File: config.mk
export PLATFORM = sky130hd
export DESIGN_NAME = display_scan_driver
export DESIGN_NICKNAME = d
export VERILOG_FILES = /design/src/rtl/display_scan_driver.sv
export SDC_FILE = /design/constraint.sdc
export NUM_CORES = 1
export LEC_CHECK = 0
export CAP_MARGIN = 25
export CORE_MARGIN = 2
export CORE_UTILIZATION = 30
export CTS_CLUSTER_SIZE = 28
export DETAILED_ROUTE_END_ITERATION = 10
export DONT_BUFFER_PORTS = 1
export GPL_ROUTABILITY_DRIVEN = 0
export PLACE_DENSITY_LB_ADDON = 0.12
export REMOVE_ABC_BUFFERS = 1
export SYNTH_ARGS = -nofsm -noshare
export SYNTH_HDL_FRONTEND = slang
export SYNTH_SLANG_ARGS = --single-unit
File: constraint.sdc
create_clock -name clk -period 4.8 [get_ports clk]
set_clock_uncertainty 0.2 [all_clocks]
set_input_delay 0.48 -clock clk [delete_from_list [all_inputs] [get_ports clk]]
set_output_delay 0.48 -clock clk [all_outputs]
set_load 0.02 [all_outputs]
File: src/rtl/display_scan_driver.sv
// display_scan_driver
//   Time-multiplexed scan driver for an NDIGITS-digit common-anode 7-segment
//   display. One digit is lit at a time for DIGIT_TICKS cycles, followed by
//   BLANK_TICKS cycles with every anode off. The current digit's nibble goes
//   out on bcd_out toward the nibble-to-segment decoder.
//
//   A new value is loaded into a pending buffer. It is copied into the
//   displayed register only at a frame boundary, which is the advance from
//   digit NDIGITS-1 to digit 0. This keeps a frame from tearing mid-scan.
//
//   Optional build macro: LEADING_ZERO_BLANK_EN
//     When it is defined, digit k>0 is dark whenever nibbles k..NDIGITS-1 of
//     the displayed value are all zero. Digit 0 always lights. Scan timing is
//     the same in both builds.
//
// Ports
//   clk        in   system clock, rising edge
//   reset      in   asynchronous, active-high reset
//   value_in   in   [4*NDIGITS] hex value; nibble k drives digit k (0 = rightmost)
//   load       in   one-cycle strobe; captures value_in into the pending buffer
//   digit_en   in   [NDIGITS] per-digit enable; 0 keeps that anode high
//   bcd_out    out  [4] nibble of the current digit
//   anodes     out  [NDIGITS] active-low anode drives (one-cold or all ones)
//   frame_done out  one-cycle pulse at each frame boundary
//
// Handshake: load has no ready. Every cycle that load is high, value_in is
// accepted unconditionally. When several loads arrive before a boundary, the
// last one wins.
module display_scan_driver #(
  parameter int NDIGITS     = 8,
  parameter int DIGIT_TICKS = 100000,
  parameter int BLANK_TICKS = 1000
) (
  input  logic                   clk,
  input  logic                   reset,
  input  logic [4*NDIGITS-1:0]   value_in,
  input  logic                   load,
  input  logic [NDIGITS-1:0]     digit_en,
  output logic [3:0]             bcd_out,
  output logic [NDIGITS-1:0]     anodes,
  output logic                   frame_done
);

  localparam int MAXT = (DIGIT_TICKS > BLANK_TICKS) ? DIGIT_TICKS : BLANK_TICKS;
  localparam int CW   = (MAXT > 1) ? $clog2(MAXT) : 1;
  localparam int IW   = $clog2(NDIGITS);

  localparam logic [CW-1:0] DIGIT_LAST = CW'(DIGIT_TICKS - 1);
  localparam logic [CW-1:0] BLANK_LAST = (BLANK_TICKS > 0) ? CW'(BLANK_TICKS - 1) : '0;
  localparam logic [IW-1:0] IDX_LAST   = IW'(NDIGITS - 1);

  typedef enum logic {SHOW, BLANK} state_t;

  state_t                 state, state_n;
  logic [IW-1:0]          idx, idx_n;
  logic [CW-1:0]          cnt, cnt_n;
  logic [4*NDIGITS-1:0]   display_reg, display_n;
  logic [4*NDIGITS-1:0]   pending_reg, pending_n;
  logic                   pending_valid, pending_valid_n;
  logic [3:0]             bcd_n;
  logic [NDIGITS-1:0]     anodes_n;
  logic                   frame_done_n;
  logic                   advance;
  logic [3:0]             nib_n;
  logic [NDIGITS-1:0]     suppress;

  always_ff @(posedge clk or posedge reset) begin
    if (reset) begin
      state         <= BLANK;
      idx           <= IDX_LAST;
      cnt           <= '0;
      display_reg   <= '0;
      pending_reg   <= '0;
      pending_valid <= 1'b0;
      bcd_out       <= 4'h0;
      anodes        <= '1;
      frame_done    <= 1'b0;
    end else begin
      state         <= state_n;
      idx           <= idx_n;
      cnt           <= cnt_n;
      display_reg   <= display_n;
      pending_reg   <= pending_n;
      pending_valid <= pending_valid_n;
      bcd_out       <= bcd_n;
      anodes        <= anodes_n;
      frame_done    <= frame_done_n;
    end
  end

  // Next-state, counter and buffer logic.
  always_comb begin
    state_n         = state;
    idx_n           = idx;
    cnt_n           = cnt + CW'(1);
    display_n       = display_reg;
    pending_n       = pending_reg;
    pending_valid_n = pending_valid;
    frame_done_n    = 1'b0;
    advance         = 1'b0;

    case (state)
      SHOW: begin
        if (cnt == DIGIT_LAST) begin
          cnt_n = '0;
          if (BLANK_TICKS > 0) state_n = BLANK;
          else                 advance = 1'b1;
        end
      end
      BLANK: begin
        // With BLANK_TICKS == 0 the only way into BLANK is reset, and the
        // scan leaves it on the first edge.
        if ((BLANK_TICKS == 0) || (cnt == BLANK_LAST)) begin
          cnt_n   = '0;
          advance = 1'b1;
        end
      end
      default: begin
        state_n = BLANK;
        cnt_n   = '0;
      end
    endcase

    if (advance) begin
      state_n = SHOW;
      if (idx == IDX_LAST) begin
        idx_n        = '0;
        frame_done_n = 1'b1;
        if (pending_valid) begin
          display_n       = pending_reg;
          pending_valid_n = 1'b0;
        end
      end else begin
        idx_n = idx + IW'(1);
      end
    end

    // A load processed after the commit wins. A load on the boundary cycle
    // therefore becomes the next pending value, and the commit keeps the old one.
    if (load) begin
      pending_n       = value_in;
      pending_valid_n = 1'b1;
    end
  end

  // Nibble of the next digit, taken from the post-commit display value.
  always_comb begin
    nib_n = 4'h0;
    for (int k = 0; k < NDIGITS; k++) begin
      if (idx_n == IW'(k)) nib_n = display_n[k*4 +: 4];
    end
  end

`ifdef LEADING_ZERO_BLANK_EN
  // Scanning from the top down, a digit is dark while every nibble at or
  // above it is zero. Digit 0 always stays lit.
  logic all_zero;
  always_comb begin
    all_zero = 1'b1;
    suppress = '0;
    for (int k = NDIGITS - 1; k >= 1; k--) begin
      all_zero    = all_zero & (display_n[k*4 +: 4] == 4'h0);
      suppress[k] = all_zero;
    end
  end
`else
  assign suppress = '0;
`endif

  // Registered outputs. bcd_out changes only when the scan advances and holds
  // its value through the blanking interval.
  always_comb begin
    bcd_n    = advance ? nib_n : bcd_out;
    anodes_n = '1;
    if (state_n == SHOW) begin
      for (int k = 0; k < NDIGITS; k++) begin
        if (idx_n == IW'(k)) anodes_n[k] = ~(digit_en[k] & ~suppress[k]);
      end
    end
  end

endmodule

==> flow_summary.json <==
{
  "num_rows": 43,
  "worst_pin_slew_ns": 0.789,
  "synth-main-ff-cell": "dfrtp_1",
  "maxCapViolations": 0,
  "synth.avg_cell_area_um2": 11.0,
  "ys_ff_latch": 99,
  "cp_common_cell": "or4_4",
  "dp_hpwl_um": 6870,
  "cts.sinks": 99,
  "portBuffers": 0,
  "grt_use_total_pct": 14.2,
  "rsz0062_at_grt": "no",
  "p_leak_uw": 0.00227,
  "synth_area_leader_cell": "dfrtp_1",
  "initial_core_util_pct": 30.8,
  "dpl_worst_slack_ns": 1.04,
  "num_vias": 2838,
  "ys_seq_area_share_pct": 58.1,
  "cts_tree": "built",
  "wl_met2_um": 4240,
  "nNetsFinal": 448,
  "wl_met3_um": 530,
  "path_cells": "or4_4, or4_4, nor2_2, mux2i_1, o22ai_1, a2111o_1, a222oi_1, o31ai_1",
  "async_flop_share_pct": 100,
  "detail_route.first_pass.iterations": 4,
  "top_layer_used": "met4",
  "drc": 0,
  "hold_viol": 0,
  "wl_met1_um": 4820,
  "power_density_nw_per_um2": 340,
  "pin_count": 56,
  "crit_family": "simple AND/OR/NAND/NOR gates",
  "ant_nets": 0,
  "ys_types": 51,
  "slew_headroom_pct": 47.4,
  "finalMaxSlewViolations": 0,
  "required_ns": 4.82,
  "critPathCaptureType": "flip-flop",
  "dieArea_um2": 15300,
  "synth_area_leaders": "dfrtp_1 (51%), mux2_2 (9.2%), nand2_1 (7.5%), dfstp_2 (7.4%), nor2_1 (2.4%)",
  "htree_num_levels": 3,
  "ctsResizeCount": 0,
  "ys_warn_count": 0,
  "fin_cells": 587,
  "grt_pass1_wl_um": 15900,
  "period_needed_ns": 3.74,
  "grt_pass1_vias": 2997,
  "wire_per_inst_um": 16.8,
  "status": "finished, final reports clean",
  "holdCritPathClass": "in -> reg",
  "clock_latency_ns": 0.35,
  "whs_ns": 0.0384,
  "syn_inst": 389,
  "min-delay-start": "digit_en[1]",
  "rr_startpoint": "cnt[13]",
  "syn_area_um2": 4290,
  "crit_path_max_incr_delay_ns": 0.59,
  "die_w_um": 124,
  "critPathLaunch": "cnt[13]",
  "first_iter_violations": 130,
  "cp_max_fo": 9,
  "tns_ns": 0,
  "setup_viol_count_final": 0,
  "grt_max_degree": 56,
  "path_clk_slew_ns": 0.07,
  "fillers": 1379,
  "setup_ws_ns": 1.06,
  "synth_top_area_share_pct": 50.8,
  "path_class": "reg -> reg",
  "antenna_found_initial": 0,
  "grt_remaining_overflow": 0,
  "area_growth_pct": 13.8,
  "synth_edf_count": 0,
  "fp.dieH_um": 124,
  "num_antenna_cells": 0,
  "drive_gt1_share_pct": 18.2,
  "worstPathArrival_ns": 3.77,
  "cp-start-kind": "flip-flop",
  "total_power_uw": 1660,
  "cp_num_buf_inv": 0,
  "core_um2": 13900,
  "slowest_stage": "or4_4",
  "drt_wl_total_um": 9850,
  "cts_root_buf": "clkbuf_16",
  "via_per_inst": 4.83,
  "clock_path_buffers": 2,
  "dp_cells": 563,
  "post-route-period-util_pct": 77.9,
  "vdd_drop_max_v": 0.000153,
  "max_freq_mhz": 267,
  "cts_made_buffers": 9
}
## power by group
part / switching (uW) / internal (uW)
Combinational: 23.2 / 29.9
Sequential: 15.8 / 863
Clock: 309 / 418
Total: 348 / 1310
## synthesized netlist by cell type (all sizes together), types with 2 or more instances
cell	count
nor2	28
a2111o	2
a21oi	8
dfrtp	87
o22ai	4
nand3b	2
o31ai	2
and3	2
nand2b	5
a31oi	4
or2	3
buf	3
nor3	3
inv	12
or4	3
mux2	37
nand4	6
clkbuf	8
xor2	9
or3	2
mux2i	9
xnor2	6
dfstp	12
o21ai	3
and2	4
a222oi	2
nand3	17
nand2	86
ha	3
and4	2
## logic make-up (layout without fill, tap and decap cells)
kind of cell / count (synthesis) / in the layout / share of synthesized area [%]
and+or+nand+nor: 169 / 169 / 18.2
xor gates and xnor gates: 15 / 15 / 3.06
muxes: 46 / 46 / 12.0
adders and majority gates: 3 / 3 / 0.875
AOI/OAI and AO/OA: 34 / 34 / 5.51
DFF: 99 / 99 / 58.1
buffers and inverters: 23 / 41 / 2.25
## routing by layer
metal,vias up,GRT usage [%]
met2,68,20.5
met3,15,3.66
met1,1392,19.4
met4,0,7.46
met5,-,0
li1,1363,-
## cell usage in the layout (no fill, tap or decap), types with 3 or more instances in the layout
master / synthesis / final
nand4_1: 6 / 6
nand2b_1: 5 / 5
xor2_1: 9 / 9
xnor2_1: 6 / 6
nand3_1: 17 / 17
clkbuf_16: 0 / 9
dfstp_2: 12 / 12
inv_1: 12 / 11
a21oi_1: 8 / 8
nor2_1: 27 / 27
o21ai_0: 3 / 3
a31oi_1: 4 / 4
o22ai_1: 4 / 4
mux2_2: 35 / 35
dlygate4sd3_1: 0 / 8
ha_1: 3 / 3
buf_4: 0 / 5
nand2_1: 86 / 86
mux2i_1: 9 / 9
and2_1: 3 / 3
dfrtp_1: 87 / 87
nor3_1: 3 / 3
## worst paths after layout
check	to	slack [ns]	cells past startpoint
max	bcd_out[2]	1.06	8
min	anodes[1]	0.04	1
max reg2reg	bcd_out[2]	1.06	8
min reg2reg	display_reg[24]	0.26	2
max in group asynchronous	pending_reg[13]	2.81	3
min in group asynchronous	cnt[3]	0.55	2
## layout make-up
cell class,instances,area [um^2],area share (%)
sequential,99,2490,51.1
multi-input combinational,267,1700,34.8
clock buffer,12,246,5.05
tap,180,225,4.62
timing repair buffer,13,118,2.41
clock inverter,4,50.0,1.03
inverter,12,47.5,0.974
## through the flow
step           util (%)  cell area, um^2
3_5_place_dp       32.3             4500
2_1_floorplan         -             4240
6_report           35.0             4880
4_1_cts            35.0             4880
5_1_grt            35.0             4880
3_3_place_gp       32.3             4500
## repair_timing
item / 4_1_cts / 5_1_grt
hold buffers: 8 / 0
buffers inserted: 0 / 0
hold endpoints to repair: 58 / 0
Power figures use the tool's default switching activity.
